$ cat src/rtl/button_debouncer_pkg.sv
// Shared definitions for the push-button debouncer: FSM state encodings.
// Latency: n/a (constants only).
// Backpressure: n/a.
package button_debouncer_pkg;

    // Debouncer FSM states, 2-bit encoding
    localparam logic [1:0] DB_IDLE         = 2'd0;  // released and stable
    localparam logic [1:0] DB_PRESS_WAIT   = 2'd1;  // qualifying a press
    localparam logic [1:0] DB_PRESSED      = 2'd2;  // pressed and stable
    localparam logic [1:0] DB_RELEASE_WAIT = 2'd3;  // qualifying a release

endpackage

$ cat src/rtl/button_debouncer_sync_2ff.sv
// Two-flop synchroniser that brings an asynchronous pin into the clock domain.
// Latency: 2 cycles from pin to q.
// Backpressure: none; free-running, reset clears both flops to 0.
module sync_2ff (
    input  logic clock,
    input  logic reset,
    input  logic d,
    output logic q
);

    logic meta;

    // Shift the pin through two flops; synchronous active-low clear
    always_ff @(posedge clock) begin
        if (!reset) begin
            meta <= 1'b0;
            q    <= 1'b0;
        end else begin
            meta <= d;
            q    <= meta;
        end
    end

endmodule

$ cat src/rtl/button_debouncer.sv
// Debounces one raw push-button into a clean level plus press/release strobes.
// Latency: STABLE_CYCLES+2 edges with DEBOUNCE_SYNC_EN, STABLE_CYCLES edges without.
// Backpressure: none; strobes are single-cycle and must be consumed when high.
module button_debouncer #(
    parameter int STABLE_CYCLES = 250000,
    parameter int CNT_W         = $clog2(STABLE_CYCLES + 1)
) (
    input  logic clock,
    input  logic reset,
    input  logic button,
    output logic pressed,
    output logic press_pulse,
    output logic release_pulse
);

    import button_debouncer_pkg::*;

    // Counter holds the number of consecutive samples already seen at the
    // candidate level; acceptance happens on the STABLE_CYCLES-th sample.
    localparam logic [CNT_W-1:0] CNT_LAST = CNT_W'(STABLE_CYCLES - 1);
    localparam logic [CNT_W-1:0] CNT_ONE  = CNT_W'(1);

    logic             b_s;
    logic [1:0]       state;
    logic [1:0]       state_nx;
    logic [CNT_W-1:0] cnt;
    logic [CNT_W-1:0] cnt_nx;
    logic             pressed_nx;
    logic             press_nx;
    logic             release_nx;

`ifdef DEBOUNCE_SYNC_EN
    sync_2ff u_sync (
        .clock (clock),
        .reset (reset),
        .d     (button),
        .q     (b_s)
    );
`else
    // Direct sampling: only safe for stimulus already synchronous to clock
    assign b_s = button;
`endif

    // Next-state logic: qualify each level change for STABLE_CYCLES samples
    always_comb begin
        state_nx   = state;
        cnt_nx     = cnt;
        pressed_nx = pressed;
        press_nx   = 1'b0;
        release_nx = 1'b0;
        case (state)
            DB_IDLE: begin
                if (b_s) begin
                    state_nx = DB_PRESS_WAIT;
                    cnt_nx   = CNT_ONE;
                end else begin
                    cnt_nx   = '0;
                end
            end
            DB_PRESS_WAIT: begin
                if (!b_s) begin
                    // any glitch restarts qualification from scratch
                    state_nx = DB_IDLE;
                    cnt_nx   = '0;
                end else if (cnt == CNT_LAST) begin
                    state_nx   = DB_PRESSED;
                    cnt_nx     = '0;
                    pressed_nx = 1'b1;
                    press_nx   = 1'b1;
                end else begin
                    cnt_nx = cnt + CNT_ONE;
                end
            end
            DB_PRESSED: begin
                if (!b_s) begin
                    state_nx = DB_RELEASE_WAIT;
                    cnt_nx   = CNT_ONE;
                end else begin
                    cnt_nx   = '0;
                end
            end
            DB_RELEASE_WAIT: begin
                if (b_s) begin
                    state_nx = DB_PRESSED;
                    cnt_nx   = '0;
                end else if (cnt == CNT_LAST) begin
                    state_nx   = DB_IDLE;
                    cnt_nx     = '0;
                    pressed_nx = 1'b0;
                    release_nx = 1'b1;
                end else begin
                    cnt_nx = cnt + CNT_ONE;
                end
            end
            default: begin
                state_nx = DB_IDLE;
                cnt_nx   = '0;
            end
        endcase
    end

    // State, counter and output registers; reset drops any pending strobe
    always_ff @(posedge clock) begin
        if (!reset) begin
            state         <= DB_IDLE;
            cnt           <= '0;
            pressed       <= 1'b0;
            press_pulse   <= 1'b0;
            release_pulse <= 1'b0;
        end else begin
            state         <= state_nx;
            cnt           <= cnt_nx;
            pressed       <= pressed_nx;
            press_pulse   <= press_nx;
            release_pulse <= release_nx;
        end
    end

endmodule
$ cat config.mk
export PLATFORM = sky130hd
export DESIGN_NAME = button_debouncer
export DESIGN_NICKNAME = d
export VERILOG_FILES = /design/src/rtl/button_debouncer_pkg.sv /design/src/rtl/button_debouncer_sync_2ff.sv /design/src/rtl/button_debouncer.sv
export SDC_FILE = /design/constraint.sdc
export NUM_CORES = 1
export LEC_CHECK = 0
export CAP_MARGIN = 20
export CORE_UTILIZATION = 30
export CTS_BUF_LIST = sky130_fd_sc_hd__clkbuf_2 sky130_fd_sc_hd__clkbuf_4 sky130_fd_sc_hd__clkbuf_8
export DETAILED_ROUTE_END_ITERATION = 8
export GPL_TIMING_DRIVEN = 0
export PLACE_DENSITY_LB_ADDON = 0.1
export SETUP_SLACK_MARGIN = 0.02
export SLEW_MARGIN = 40
export SYNTH_ARGS = -nofsm -noshare
export SYNTH_HDL_FRONTEND = slang
export SYNTH_SLANG_ARGS = --single-unit
$ cat constraint.sdc
create_clock -name clock -period 1.7 [get_ports clock]
set_input_delay 0.51 -clock clock [delete_from_list [all_inputs] [get_ports clock]]
set_output_delay 0.51 -clock clock [all_outputs]
set_load 0.01 [all_outputs]
=== Word-level counts from Yosys, hierarchy flattened ===
Cells that the tools add are included.
W data, S select, Z words.

* Logic and storage cells: 45
* Bits in registers: 23

* Add/subtract/negate cells: 1
* Bitwise gates (word level): 2
* Eq/ne operators: 12
* Multiplexer cells: 19
* Reductions and logical operators: 6

{| class="wikitable"
|+ Operators by type and width
! kind !! count
|-
| $pmux W18 S4 || 1
|-
| $mux W18 || 3
|-
| $add A18 B1 Y18 const B || 1
|-
| $eq A18 B18 Y1 const B || 1
|-
| $mux W2 || 6
|-
| $ne A2 B2 Y1 const B || 6
|-
| $pmux W2 S4 || 1
|-
| $mux W1 || 7
|-
| $ne A3 B3 Y1 const B || 2
|-
| $reduce_and A5 Y1 || 1
|-
| $eq A2 B2 Y1 const B || 2
|-
| $reduce_and A4 Y1 || 1
|-
| $reduce_and A3 Y1 || 1
|-
| $reduce_or A3 Y1 || 1
|-
| $eq A2 B1 Y1 const B || 1
|-
| $logic_not A2 Y1 || 1
|-
| $not A1 Y1 || 2
|-
| $pmux W1 S2 || 1
|-
| $reduce_bool A2 Y1 || 1
|}

=== Depth between registers and ports, before layout ===
* Depth in word-level cells: 4
* Gate-level depth with buffers: 6
* Gate-level depth less buffers: 5

=== Least setup slack after synthesis ===
OpenSTA, ideal clock, no wires.

* Path kind: register to register
* Start point: register cnt[0]
* End point: register pressed
* Period minus slack after synthesis: 1.709 ns
* Path buffers: 0
* Setup time: 0.074 ns
* Data required time: 1.626 ns
* Data arrival time: 1.635 ns
* Stages on the path, launching flop included: 6
* Setup slack: -0.009 ns
* Cells stage by stage: dfxtp_1 -> ha_1 -> nand3_1 -> or3_4 -> or4_1 -> a31oi_1

* Longest elaborated chain between the ends: 3

{| class="wikitable"
|+ RTL lines
! element !! line !! source
|-
| start: declaration || button_debouncer.sv:26 || <nowiki>logic [CNT_W-1:0] cnt;</nowiki>
|-
| start signal: assignment || button_debouncer.sv:112 || <nowiki>cnt <= cnt_nx;</nowiki>
|-
| $eq A18 B18 Y1 * || button_debouncer.sv:65, button_debouncer.sv:86 ||
|-
| $ne A2 B2 Y1 (no line) || - ||
|-
| $reduce_and A5 Y1 (no line) * || - ||
|-
| end signal: assignment || button_debouncer.sv:113 || <nowiki>pressed <= pressed_nx;</nowiki>
|-
| end: declaration || button_debouncer.sv:11 || <nowiki>output logic pressed,</nowiki>
|}

Every way passes the cells marked *; elsewhere a longest branch is shown, timed or not.
A chain may end at the register's enable or synchronous reset.

=== Worst setup path in the final report ===
Ends and elaborated chain as after synthesis.

==> flow_metrics.env <==
export IMPL_path_cells="ha_4 -> nand3_4 -> or3_4 -> or4_4 -> a31oi_1"
export IMPL_final_util_pct=38.21
export IMPL_antenna_found_initial=0
export IMPL_critPathArrivalTime_ns=1.96
export IMPL_via_per_inst=5.073
export IMPL_synthMuxAreaShare_pct=0
export IMPL_cts_root_buf="clkbuf_4"
export IMPL_pin_count=6
export IMPL_cts_sinks=23
export IMPL_nets=136
export IMPL_wl_per_cell_um=12.23
export IMPL_synth_seq_cells=23
export IMPL_synth_fp_nets=125
export IMPL_dpl_cell_area_um2=1157
export IMPL_overflow=0
export IMPL_violations="setup timing"
export IMPL_io_buffers=5
export IMPL_path_buf_inv=0
export IMPL_leakage_nw=0.4006
export IMPL_yosysMostFrequentCell="dfxtp_1"
export IMPL_holdBufCountCts=0
export IMPL_synth_top_family_by_area="simple AND/OR/NAND/NOR gates"
export IMPL_synth_simple_area_share_pct=31.98
export IMPL_finalSetupViolations=1
export IMPL_cp_slowest_stage_delay_ns=0.48
export IMPL_worstHoldStart="cnt[4]"
export IMPL_clock_skew_ns=0.006520
export IMPL_critical_path_top_delay_family="simple AND/OR/NAND/NOR gates"
export IMPL_async_flop_share_pct=0
export IMPL_fp_dieW_um=61.01
export IMPL_cp_end_kind="register"
export IMPL_synth_top_cell_by_area="dfxtp_1"
export IMPL_fmax_ghz=0.5850
export IMPL_start_util_pct=31.31
export IMPL_layoutNonFillerInstCount=177
export IMPL_drt_wl_total_mm=2.164
export IMPL_syn_area_per_cell_um2=8.634
export IMPL_relSlewSlack_pct=75.05
export IMPL_synthTopCellsByCount="23 x dfxtp_1, 11 x nor2_1, 10 x nand2_1, 8 x a21oi_1"
export IMPL_min_period_ns=1.709
export IMPL_synth_compound_area_share_pct=10.90
export IMPL_synth_edf_count=0
export IMPL_ys_seq_area_share_pct=44.07
export IMPL_synth_xor_area_share_pct=9.222
export IMPL_cap_violations=0
export IMPL_rsz0062_at_grt="true"
export IMPL_grt_max_degree=13
export IMPL_num_rows=21
export IMPL_grt_use_total_pct=12.92
export IMPL_grt_pass1_vias=768
export IMPL_synth_area_leaders="dfxtp_1 44%, xor2_1 5.9%, nor2_1 4.0%, a21oi_1 3.8%, nand2_1 3.6%"
export IMPL_areaGrowthSynthToFinish_pct=22.04
export IMPL_grt_pass1_wl_mm=3.463
export IMPL_crit_fanout=5
export IMPL_ir_drop_uv=443.7
export IMPL_crit_path_top_delay_cell="or4_4"
export IMPL_synthAdderAreaFrac_pct=1.198
export IMPL_crit_type="reg2reg"
export IMPL_final_hold_viol_count=0
export IMPL_status="finished, violations left"
export IMPL_numCtsBuffers=3
export IMPL_power_density_nw_per_um2=664.9
export IMPL_fin_crit_sh_pct=100.6
export IMPL_crit_required_ns=1.95
export IMPL_drc=0
export IMPL_final_area_um2=1275
export IMPL_placed_cells=172
export IMPL_ant_nets=0
export IMPL_power_mw=0.8478
export IMPL_holdWs_ns=0.4899
export IMPL_num_vias=898
export IMPL_finalMaxSlewViolations=0
export IMPL_worst_pin_slew_ns=0.3714
export IMPL_synth_cell_type_count=28
export IMPL_hp_class="reg2reg"
export IMPL_cts_tree="done"
export IMPL_antenna_cells=0
export IMPL_gp_congestion=0.7248
export IMPL_cts_max_level=1
export IMPL_core_um2=3337
export IMPL_clkLatencyLatePin_ns=0.31
export IMPL_cts_buffer_depth=2
export IMPL_fp_dieH_um=61.01
export IMPL_drt_pass1_iter_count=4
export IMPL_dpl_hpwl_mm=1.603
export IMPL_drive_gt1_share_pct=22.14
export IMPL_dieArea_um2=3722
export IMPL_worstReg2RegStart="cnt[0]"
export IMPL_drtIter0Drc=24
export IMPL_finalWorstSetupSlack_ns=-0.009382
export IMPL_yosys_warnings=0
export IMPL_synth_area_um2=1045
export IMPL_cts_clk_slew_worst_paths_ns=0.13
export IMPL_startpoint="cnt[0]"
export IMPL_synth_ff_type="dfxtp_1"
export IMPL_yosysTopAreaCellShare_pct=44.07
export IMPL_worstSetupStartpointType="register"
export IMPL_synth_cells=121
-- worst register-to-register path: stages (launching register included) --
cell	delay, ns
dfxtp_4	0.40
ha_4	0.15
nand3_4	0.08
or3_4	0.41
or4_4	0.48
a31oi_1	0.13
-- registers in the layout, indices dropped and copies added (netlist names), named ones only --
name / flops
state: 1
cnt: 18
press_pulse: 1
pressed: 1
release_pulse: 1
-- area by class of cell --
cell class	instances	area, um2
fillers	362	2062
clock buffers	4	30.03
multi-input cells	91	606.8
plain buffers	1	11.26
repair buffers	8	68.82
well taps	46	57.56
inverters	4	15.01
flip-flops and latches	23	485.5
-- placed cells by master, fill, tap and decap left out, drive strengths merged --
cell and n:
dfxtp 23, nor2 11, nand2 10, a21oi 8, xor2 7, nand3 7
o21ai 7, nand4 6, or3 6, nor4 5, and3 4, inv 4
xnor2 4, clkbuf 4, buf 4, dlygate4sd2 3, or4 3, nand4bb 2
a31oi 2, o31ai 2, clkdlybuf4s50 2, nor2b 2, nor3 1, a21o 1
and4 1, and2 1, ha 1
-- report_power, final --
group | switching, mW | internal (mW)
Combinational | 0.0152 | 0.0154
Clock | 0.165 | 0.108
Sequential | 0.00547 | 0.539
Total | 0.186 | 0.662
-- routing by layer --
metal  GRT usage [%]  vias up  share of wire (%)  routed length [um]
li1                -      458                  -                   -
met1           17.82      427                 53                1147
met2           19.62       11                 43                 937
met3           4.412        2                3.0                  64
met4           2.922        0               0.65                  14
met5               0        -                  0                   0
-- worst paths after layout --
check	to	slack, ns	cells past startpoint
worst min register to register	cnt[4]	0.49	2
worst max-delay path	pressed	-0.009	5
worst max register to register	pressed	-0.009	5
worst min-delay path	cnt[4]	0.49	2
-- per-stage QoR --
step	TNS (ns)	worst slack [ns]
finish	-0.009382	-0.009382
global placement	-4.180	-0.3296
floorplan	0	0.03598
detailed placement	-4.897	-0.3758
global route	-0.06849	-0.06849
CTS	-0.01209	-0.01209
-- timing repair --
item                                    CTS  global route
setup buffers                             0             3
pin swaps                                 0             4
endpoints found under the setup margin   17            15
gates resized for setup                  20             7
-- cell families after synthesis --
kind of cell	after synthesis
AOI/OAI and AO/OA	20
buffers and inverters	7
xor gates and xnor gates	11
and+or+nand+nor	59
adders and majority gates	1
DFF	23
No activity file was read; power rests on OpenSTA's default activity.
